[src/rtl/kbd_cmd_decoder.sv]
// Keyboard command decoder: synchronises and stability-filters an ASCII code, decodes E/D/B/F/R.
// Optional auto-repeat of a held command is enabled by defining KBD_AUTOREPEAT_EN.
module kbd_cmd_decoder #(
    parameter int unsigned SYNC_STAGES   = 2,
    parameter int unsigned STABLE_CYCLES = 1000,
    parameter int unsigned REPEAT_CYCLES = 25_000_000
) (
    input  logic       clk,
    input  logic       rst_n,
    input  logic [7:0] kbd_data,
    output logic       cmd_valid,
    input  logic       cmd_ready,
    output logic [2:0] cmd_id,
    output logic       playing,
    output logic       forward,
    output logic       restart,
    output logic       overrun
);
    localparam int unsigned CntW = $clog2(STABLE_CYCLES + 1);
    localparam logic [CntW-1:0] CntMax = CntW'(STABLE_CYCLES);

    localparam logic [2:0] IdNone = 3'd0;
    localparam logic [2:0] IdE    = 3'd1;
    localparam logic [2:0] IdD    = 3'd2;
    localparam logic [2:0] IdB    = 3'd3;
    localparam logic [2:0] IdF    = 3'd4;
    localparam logic [2:0] IdR    = 3'd5;

    if (SYNC_STAGES < 2 || STABLE_CYCLES < 1 || REPEAT_CYCLES < 1) begin : g_param_check
        $error("kbd_cmd_decoder: illegal parameter value");
    end

    // Forcing bit 5 folds upper-case letters onto lower case.
    function automatic logic [2:0] decode_id(input logic [7:0] code);
        logic [2:0] id;
        case (code | 8'h20)
            8'h65:   id = IdE;
            8'h64:   id = IdD;
            8'h62:   id = IdB;
            8'h66:   id = IdF;
            8'h72:   id = IdR;
            default: id = IdNone;
        endcase
        return id;
    endfunction

    logic [7:0]      sync_chain_q [SYNC_STAGES];
    logic [7:0]      sync_chain_d [SYNC_STAGES];
    logic [7:0]      sync_q;
    logic [7:0]      sync_prev_q;
    logic [7:0]      last_acc_q, last_acc_d;
    logic [CntW-1:0] stable_cnt_q, stable_cnt_d;
    logic            sync_change;
    logic            accept;
    logic            rpt_fire;
    logic            cmd_evt;
    logic [2:0]      match_id;

    logic       cmd_valid_q, cmd_valid_d;
    logic [2:0] cmd_id_q, cmd_id_d;
    logic       playing_q, playing_d;
    logic       forward_q, forward_d;
    logic       restart_q, restart_d;
    logic       overrun_q, overrun_d;

    always_comb begin
        sync_chain_d[0] = kbd_data;
        for (int i = 1; i < SYNC_STAGES; i++) begin
            sync_chain_d[i] = sync_chain_q[i-1];
        end
    end

    assign sync_q      = sync_chain_q[SYNC_STAGES-1];
    assign sync_change = (sync_q != sync_prev_q);
    assign match_id    = decode_id(sync_q);

    always_comb begin
        if (sync_change) begin
            stable_cnt_d = '0;
        end else if (stable_cnt_q == CntMax) begin
            stable_cnt_d = stable_cnt_q;
        end else begin
            stable_cnt_d = stable_cnt_q + 1'b1;
        end
    end

    // A change always clears the counter, so reaching CntMax implies sync_q is steady.
    assign accept     = (stable_cnt_d == CntMax) && (sync_q != last_acc_q);
    assign last_acc_d = accept ? sync_q : last_acc_q;

`ifdef KBD_AUTOREPEAT_EN
    localparam int unsigned RptW = (REPEAT_CYCLES > 1) ? $clog2(REPEAT_CYCLES) : 1;
    localparam logic [RptW-1:0] RptLast = RptW'(REPEAT_CYCLES - 1);

    logic [RptW-1:0] rpt_cnt_q, rpt_cnt_d;
    logic            rpt_arm_q, rpt_arm_d;

    // Armed only while the last accepted matched code is still being held.
    always_comb begin
        rpt_fire  = 1'b0;
        rpt_cnt_d = rpt_cnt_q;
        rpt_arm_d = rpt_arm_q;
        if (accept) begin
            rpt_cnt_d = '0;
            rpt_arm_d = (match_id != IdNone);
        end else if (sync_change) begin
            rpt_cnt_d = '0;
            rpt_arm_d = 1'b0;
        end else if (rpt_arm_q) begin
            if (rpt_cnt_q == RptLast) begin
                rpt_fire  = 1'b1;
                rpt_cnt_d = '0;
            end else begin
                rpt_cnt_d = rpt_cnt_q + 1'b1;
            end
        end
    end

    always_ff @(posedge clk or negedge rst_n) begin
        if (!rst_n) begin
            rpt_cnt_q <= '0;
            rpt_arm_q <= 1'b0;
        end else begin
            rpt_cnt_q <= rpt_cnt_d;
            rpt_arm_q <= rpt_arm_d;
        end
    end
`else
    assign rpt_fire = 1'b0;
`endif

    assign cmd_evt = (accept || rpt_fire) && (match_id != IdNone);

    always_comb begin
        cmd_valid_d = cmd_valid_q;
        cmd_id_d    = cmd_id_q;
        playing_d   = playing_q;
        forward_d   = forward_q;
        restart_d   = 1'b0;
        overrun_d   = 1'b0;
        if (cmd_valid_q && cmd_ready) begin
            cmd_valid_d = 1'b0;
            cmd_id_d    = IdNone;
        end
        // A new command wins over retirement; it only overruns if the old one was not taken.
        if (cmd_evt) begin
            cmd_valid_d = 1'b1;
            cmd_id_d    = match_id;
            overrun_d   = cmd_valid_q && !cmd_ready;
            case (match_id)
                IdE:     playing_d = 1'b1;
                IdD:     playing_d = 1'b0;
                IdB:     forward_d = 1'b0;
                IdF:     forward_d = 1'b1;
                IdR:     restart_d = 1'b1;
                default: ;
            endcase
        end
    end

    always_ff @(posedge clk or negedge rst_n) begin
        if (!rst_n) begin
            for (int i = 0; i < SYNC_STAGES; i++) begin
                sync_chain_q[i] <= 8'h00;
            end
            sync_prev_q  <= 8'h00;
            last_acc_q   <= 8'h00;
            stable_cnt_q <= '0;
            cmd_valid_q  <= 1'b0;
            cmd_id_q     <= IdNone;
            playing_q    <= 1'b0;
            forward_q    <= 1'b1;
            restart_q    <= 1'b0;
            overrun_q    <= 1'b0;
        end else begin
            sync_chain_q <= sync_chain_d;
            sync_prev_q  <= sync_q;
            last_acc_q   <= last_acc_d;
            stable_cnt_q <= stable_cnt_d;
            cmd_valid_q  <= cmd_valid_d;
            cmd_id_q     <= cmd_id_d;
            playing_q    <= playing_d;
            forward_q    <= forward_d;
            restart_q    <= restart_d;
            overrun_q    <= overrun_d;
        end
    end

    assign cmd_valid = cmd_valid_q;
    assign cmd_id    = cmd_id_q;
    assign playing   = playing_q;
    assign forward   = forward_q;
    assign restart   = restart_q;
    assign overrun   = overrun_q;

endmodule

[config.mk]
export PLATFORM = sky130hd
export DESIGN_NAME = kbd_cmd_decoder
export DESIGN_NICKNAME = d
export VERILOG_FILES = /design/src/rtl/kbd_cmd_decoder.sv
export SDC_FILE = /design/constraint.sdc
export NUM_CORES = 1
export LEC_CHECK = 0
export BUFFER_PORTS_ARGS = -buffer_cell sky130_fd_sc_hd__buf_4
export CORE_MARGIN = 10
export CORE_UTILIZATION = 30
export DETAILED_ROUTE_END_ITERATION = 10
export GPL_TIMING_DRIVEN = 0
export PLACE_DENSITY = 0.52
export REMOVE_ABC_BUFFERS = 1
export SETUP_SLACK_MARGIN = 0.15
export SLEW_MARGIN = 40
export SYNTH_ARGS = -nofsm -noshare
export SYNTH_HDL_FRONTEND = slang
export SYNTH_SLANG_ARGS = --single-unit
[constraint.sdc]
create_clock -name clk -period 2.95 [get_ports clk]
set_input_delay 0.295 -clock clk [delete_from_list [all_inputs] [get_ports clk]]
set_output_delay 0.295 -clock clk [all_outputs]
set_load 0.02 [all_outputs]
==> impl_metrics.json, run 1 <==
{
  "cts_sinks": 50,
  "drive_gt1_frac": 0.2464,
  "p_leak_nw": 1.094,
  "final_nets": 223,
  "path_cells": "inv_1, ha_1, nand4b_1, or3_4, mux2_4, or4_4, or2_4, mux2_4",
  "synthAdderAreaFrac": 0.01126,
  "grt_pass1_vias": 1441,
  "drc": 0,
  "ff2ff_path_depth": 8,
  "path_common_cell": "mux2_4",
  "synthArstFlopShare": 1.000,
  "worstMarginPinSlew_ns": 0.6080,
  "syn_area_um2": 2222,
  "slowest_delay_ns": 0.54,
  "cp.buffers_inverters": 1,
  "synth_ff_type": "dfrtp_1",
  "hold_viol": 0,
  "rsz0062_at_grt": "no",
  "fp.dieW_um": 106.1,
  "clkLatencyLatePin_ns": 0.30,
  "cp.required_ns": 3.14,
  "synth_xor_area_frac": 0.1025,
  "worstPathArrival_ns": 2.92,
  "maxCapViolCount": 0,
  "clock_tree.buffer_depth": 2,
  "slowest_stage": "or4_4",
  "hold_buffers": 0,
  "cts_buffers": 5,
  "htree_num_levels": 2,
  "avgSynthCellArea_um2": 11.63,
  "cp-end-kind": "flip-flop",
  "period_share": 0.9244,
  "ys_ff_latch": 50,
  "ios": 19,
  "drt_iter0_markers": 31,
  "clock_skew_ns": 0.006882,
  "grt_pass1_wl_um": 6982,
  "max_slew_margin": 0.5947,
  "seqCellArea_um2": 1255,
  "status": "finished, final reports clean",
  "critPathMaxFanout": 7,
  "synth_top_family_by_area": "simple AND/OR/NAND/NOR gates",
  "layout_common_cells": "47 x dfrtp_1, 24 x buf_4, 17 x nor2_1",
  "gp_congestion": 0.7142,
  "fin_crit_ns": 2.727,
  "antenna_found_initial": 0,
  "overflow": 0,
  "dr.pass1.iters": 4,
  "gr-usage-all-layers": 0.07420,
  "vdd_ir_drop_max_mv": 0.2951,
  "yosys_warnings": 0,
  "viasPerCell": 4.526,
  "syn_to_final_growth_pct": 16.72,
  "layout_commonest_cell": "dfrtp_1",
  "synth.distinct_cells": 38,
  "num_rows": 31,
  "cts_tree": "built",
  "hp-class": "input pin to async pin",
  "slew_violations": 0,
  "synth_sequential_area_ratio": 0.5636,
  "drtAntennaViolNets": 0,
  "routed_wl_um": 4127,
  "hold_ws_ns": 0.006791,
  "synth-compound-area-share": 0.07320,
  "cp.depth": 8,
  "wire_per_inst_um": 13.31,
  "yosys.area_share.simple": 0.1458,
  "startpoint_type": "flip-flop",
  "cts.clk_slew.worst_paths_ns": 0.09,
  "synthMuxAreaShare": 0.06588,
  "n_fill_cell": 768,
  "p_per_area_nw_per_um2": 456.8,
  "fmax_ghz": 0.3667,
  "multi_input_area_um2": 924.6,
  "cp_top_family": "simple AND/OR/NAND/NOR gates",
  "path_class": "flip-flop to flip-flop",
  "fin_cells": 310,
  "dieHeight_um": 106.1,
  "start_util": 0.3080,
  "core_area_um2": 7214,
  "synth_edf_count": 0,
  "die_area_um2": 11250,
  "io_buffer_count": 18,
  "antenna_cells": 0,
  "cts_root_buffer": "clkbuf_8",
  "dp_hpwl_um": 2765,
  "grt_max_degree": 51,
  "finalSetupViolCount": 0,
  "syn_inst": 191,
  "vias": 1403,
  "place_inst": 295
}
## kinds of logic after synthesis
group                      after synthesis
DFF                                     50
buffers and inverters                   18
and+or+nand+nor                         61
AOI/OAI and AO/OA                       24
muxes                                   10
xor gates and xnor gates                26
adders and majority gates                2
## what timing repair did
| item | 4_1_cts | 5_1_grt |
|---|---|---|
| cloned | 1 | 0 |
| resized for setup | 6 | 3 |
| pin swaps | 0 | 1 |
| buffers inserted | 3 | 3 |
| endpoints found under the setup margin | 12 | 9 |
## cell type report
class                   count  area share
clock buffers               7     0.03329
flip-flops and latches     50      0.4838
repair buffers             24     0.06946
multi-input cells         124      0.3565
clock inverters             1    0.001930
well taps                  99     0.04776
inverters                   5    0.007236
## per-stage QoR
step	power (mW)	setup slack, ns	instance area [um^2]	utilization	setup TNS (ns)
after global routing	1.246	0.1513	2594	0.3595	0
final	1.185	0.2231	2594	0.3595	0
after global placement	0.7922	-0.2750	2416	0.3349	-2.376
after detailed placement	0.7937	-0.2684	2416	0.3349	-2.319
after CTS	1.204	0.1567	2551	0.3536	0
after floorplan	0.7570	0.02197	2157	-	0
## worst paths after layout
kind                            startpoint  slack, ns              end
max reg2reg                stable_cnt_q[1]       0.22    last_acc_q[1]
min reg2reg                sync_chain_d[5]       0.35        sync_q[5]
min in group clk               kbd_data[4]       0.10  sync_chain_d[4]
min                                  rst_n      0.007  sync_chain_d[4]
max                        stable_cnt_q[1]       0.22    last_acc_q[1]
max in group asynchronous            rst_n       2.50  stable_cnt_q[0]
## layer usage
layer,global-route usage,share of wire
met1,0.09529,0.47
met2,0.1219,0.50
met3,0.02114,0.023
met4,0.01451,0.0075
met5,0,0
## synth_stat cells, drive strengths merged (2+ instances only)
cell	n	share of area
a211oi	2	0.0068
a21oi	3	0.0068
and4	3	0.012
buf	6	0.017
clkbuf	7	0.012
dfrtp	49	0.55
ha	2	0.011
inv	5	0.0084
mux2	10	0.066
nand2	11	0.019
nand2b	3	0.0084
nand3	3	0.0068
nand3b	2	0.0068
nand4	5	0.014
nor2	17	0.029
nor3	4	0.0090
nor3b	2	0.0068
nor4	4	0.011
o211ai	6	0.020
o21ai	6	0.014
or3	2	0.0056
or4	2	0.0068
xnor2	14	0.055
xor2	12	0.047
## where the power goes
group	internal, mW	switching, mW
clock	0.190	0.215
sequential	0.704	0.0187
combinational	0.0270	0.0313
total	0.920	0.265
## sequential cells by signal, summed over array words and instances (netlist names)
signal and flops:
forward 1, sync_q 8, cmd_id 3, overrun 1, playing 1, sync_prev_q 8, stable_cnt_q 10, cmd_valid 1
sync_chain_d 8, last_acc_q 8, restart 1
(Power assumes the default switching activity.)
==> run 2: changes to the inputs <==
--- a/config.mk
+++ b/config.mk
@@ -7,10 +7,10 @@
 export LEC_CHECK = 0
 export BUFFER_PORTS_ARGS = -buffer_cell sky130_fd_sc_hd__buf_4
 export CORE_MARGIN = 10
-export CORE_UTILIZATION = 30
+export CORE_UTILIZATION = 35
 export DETAILED_ROUTE_END_ITERATION = 10
 export GPL_TIMING_DRIVEN = 0
-export PLACE_DENSITY = 0.52
+export PLACE_DENSITY = 0.57
 export REMOVE_ABC_BUFFERS = 1
 export SETUP_SLACK_MARGIN = 0.15
 export SLEW_MARGIN = 40
==> constraint.sdc (replaced) <==
create_clock -name clk -period 2.6 [get_ports clk]
set_input_delay 0.26 -clock clk [delete_from_list [all_inputs] [get_ports clk]]
set_output_delay 0.26 -clock clk [all_outputs]
set_load 0.02 [all_outputs]
==> run 2 against run 1 <==
Net effect:
- the run now ends with negative setup slack left
- maximum frequency up 2.5%
- flip-flop and latch count unchanged
- routed wire length up 4.3%
- count of clock-buffer cells in the layout down 1
- die area down 12%
- total power up 16%
- global-route usage up 1.4 points
- worst setup slack worse by 0.28 ns
==> impl_metrics.json, run 2 (synthesis results as in run 1) <==
{
  "htree_num_levels": 2,
  "fp.dieW_um": 99.68,
  "cts_root_buffer": "clkbuf_8",
  "layout_common_cells": "45 x dfrtp_1, 33 x buf_4, 17 x nor2_1",
  "slowest_delay_ns": 0.59,
  "startpoint_type": "flip-flop",
  "path_cells": "buf_4, ha_4, nand4_1, nor3_2, o211ai_1, or4_4, or2_4, mux2_4",
  "p_leak_nw": 1.143,
  "worstMarginPinSlew_ns": 0.6249,
  "rsz0062_at_grt": "yes",
  "grt_pass1_wl_um": 7258,
  "clock_skew_ns": 0.005412,
  "layout_commonest_cell": "dfrtp_1",
  "slew_violations": 0,
  "start_util": 0.3688,
  "drtAntennaViolNets": 0,
  "grt_pass1_vias": 1461,
  "dp_hpwl_um": 2699,
  "status": "finished with violations",
  "vdd_ir_drop_max_mv": 0.3375,
  "hold_ws_ns": 0.05537,
  "slowest_stage": "or4_4",
  "gp_congestion": 0.7088,
  "vias": 1467,
  "critPathMaxFanout": 7,
  "p_per_area_nw_per_um2": 506.3,
  "drc": 0,
  "gr-usage-all-layers": 0.08826,
  "period_share": 1.023,
  "power_mw": 1.372,
  "num_rows": 28,
  "postPlaceCellArea_um2": 2386,
  "cts.clk_slew.worst_paths_ns": 0.09,
  "die_area_um2": 9936,
  "overflow": 0,
  "preCtsSetupSlack_ns": -0.6516,
  "maxCapViolCount": 0,
  "ios": 19,
  "cp.required_ns": 2.79,
  "antenna_cells": 0,
  "io_buffer_count": 18,
  "routed_wl_um": 4306,
  "finalInstanceArea_um2": 2709,
  "clock_tree.buffer_depth": 2,
  "fmax_ghz": 0.3759,
  "drive_gt1_frac": 0.3288,
  "hold_viol": 0,
  "dr.pass1.iters": 4,
  "wire_per_inst_um": 14.50,
  "setup_ws_ns": -0.06015,
  "cts_buffers": 5,
  "grt_max_degree": 51,
  "largest_register_ffs": 10,
  "viasPerCell": 4.939,
  "failed_checks": "negative setup slack",
  "final_nets": 234,
  "path_class": "flip-flop to flip-flop",
  "finalSetupViolCount": 10,
  "core_area_um2": 6026,
  "max_slew_margin": 0.5834,
  "cts_tree": "built",
  "dieHeight_um": 99.68,
  "clkLatencyLatePin_ns": 0.30,
  "hp-class": "input pin to flip-flop",
  "worstPathArrival_ns": 2.85,
  "cp-end-kind": "flip-flop",
  "drt_iter0_markers": 51,
  "largest_register": "stable_cnt_q",
  "cts_sinks": 50,
  "antenna_found_initial": 0,
  "ff2ff_setup_slack_ns": -0.06,
  "syn_to_final_growth_pct": 21.90,
  "fin_crit_ns": 2.660
}
## run 2: area by class of cell
class,instances,area [um^2]
timing repair buffer,35,269.0
inverter,5,18.77
tap,75,93.84
fill,582,3317
sequential,50,1257
clock inverter,2,16.27
clock buffer,6,82.58
multi-input combinational,124,970.9
## run 2: worst paths after layout
check,from,endpoint,depth (start not counted)
setup / recovery,stable_cnt_q[0],last_acc_q[5],8
hold / removal,kbd_data[3],sync_chain_d[3],1
setup reg to reg,stable_cnt_q[0],last_acc_q[5],8
hold reg to reg,sync_chain_d[7],sync_q[7],0
max in group asynchronous,rst_n,sync_q[0],2
min in group asynchronous,rst_n,stable_cnt_q[7],2
## run 2: critical path, delay by kind of cell, from the launching register on
family	cells	cell delay, ns
and+or+nand+nor	4	1.36
DFF	1	0.42
muxes	1	0.31
adders and majority gates	1	0.18
AOI/OAI and AO/OA	1	0.15
buffers and inverters	1	0.14
## run 2: repair_timing
item | in CTS | in global routing
pin swaps | 4 | 4
cloned | 1 | 0
setup buffers | 15 | 1
hold endpoints to repair | 49 | 0
endpoints found under the setup margin | 14 | 14
gates resized for setup | 17 | 7
hold buffers | 1 | 0
## run 2: power by group
group | internal [mW] | switching [mW]
clock network | 0.219 | 0.265
logic | 0.0329 | 0.0356
registers | 0.799 | 0.0203
## run 2: through the flow
step	utilization	instances	setup TNS [ns]
3_3_place_gp	0.3960	271	-6.165
3_5_place_dp	0.3960	271	-6.599
2_1_floorplan	-	178	-2.902
5_1_grt	0.4495	297	-1.694
6_report	0.4495	297	-0.4508
4_1_cts	0.4427	296	-0.3985
## run 2: metal layers
| metal | routed length [um] | vias to the layer above | share of wire | GRT usage |
|---|---|---|---|---|
| met3 | 185 | 7 | 0.043 | 0.03391 |
| met5 | 0 | - | 0 | 0 |
| li1 | - | 716 | - | - |
| met2 | 2038 | 26 | 0.47 | 0.1369 |
| met1 | 2034 | 718 | 0.47 | 0.1142 |
| met4 | 48 | 0 | 0.011 | 0.01654 |
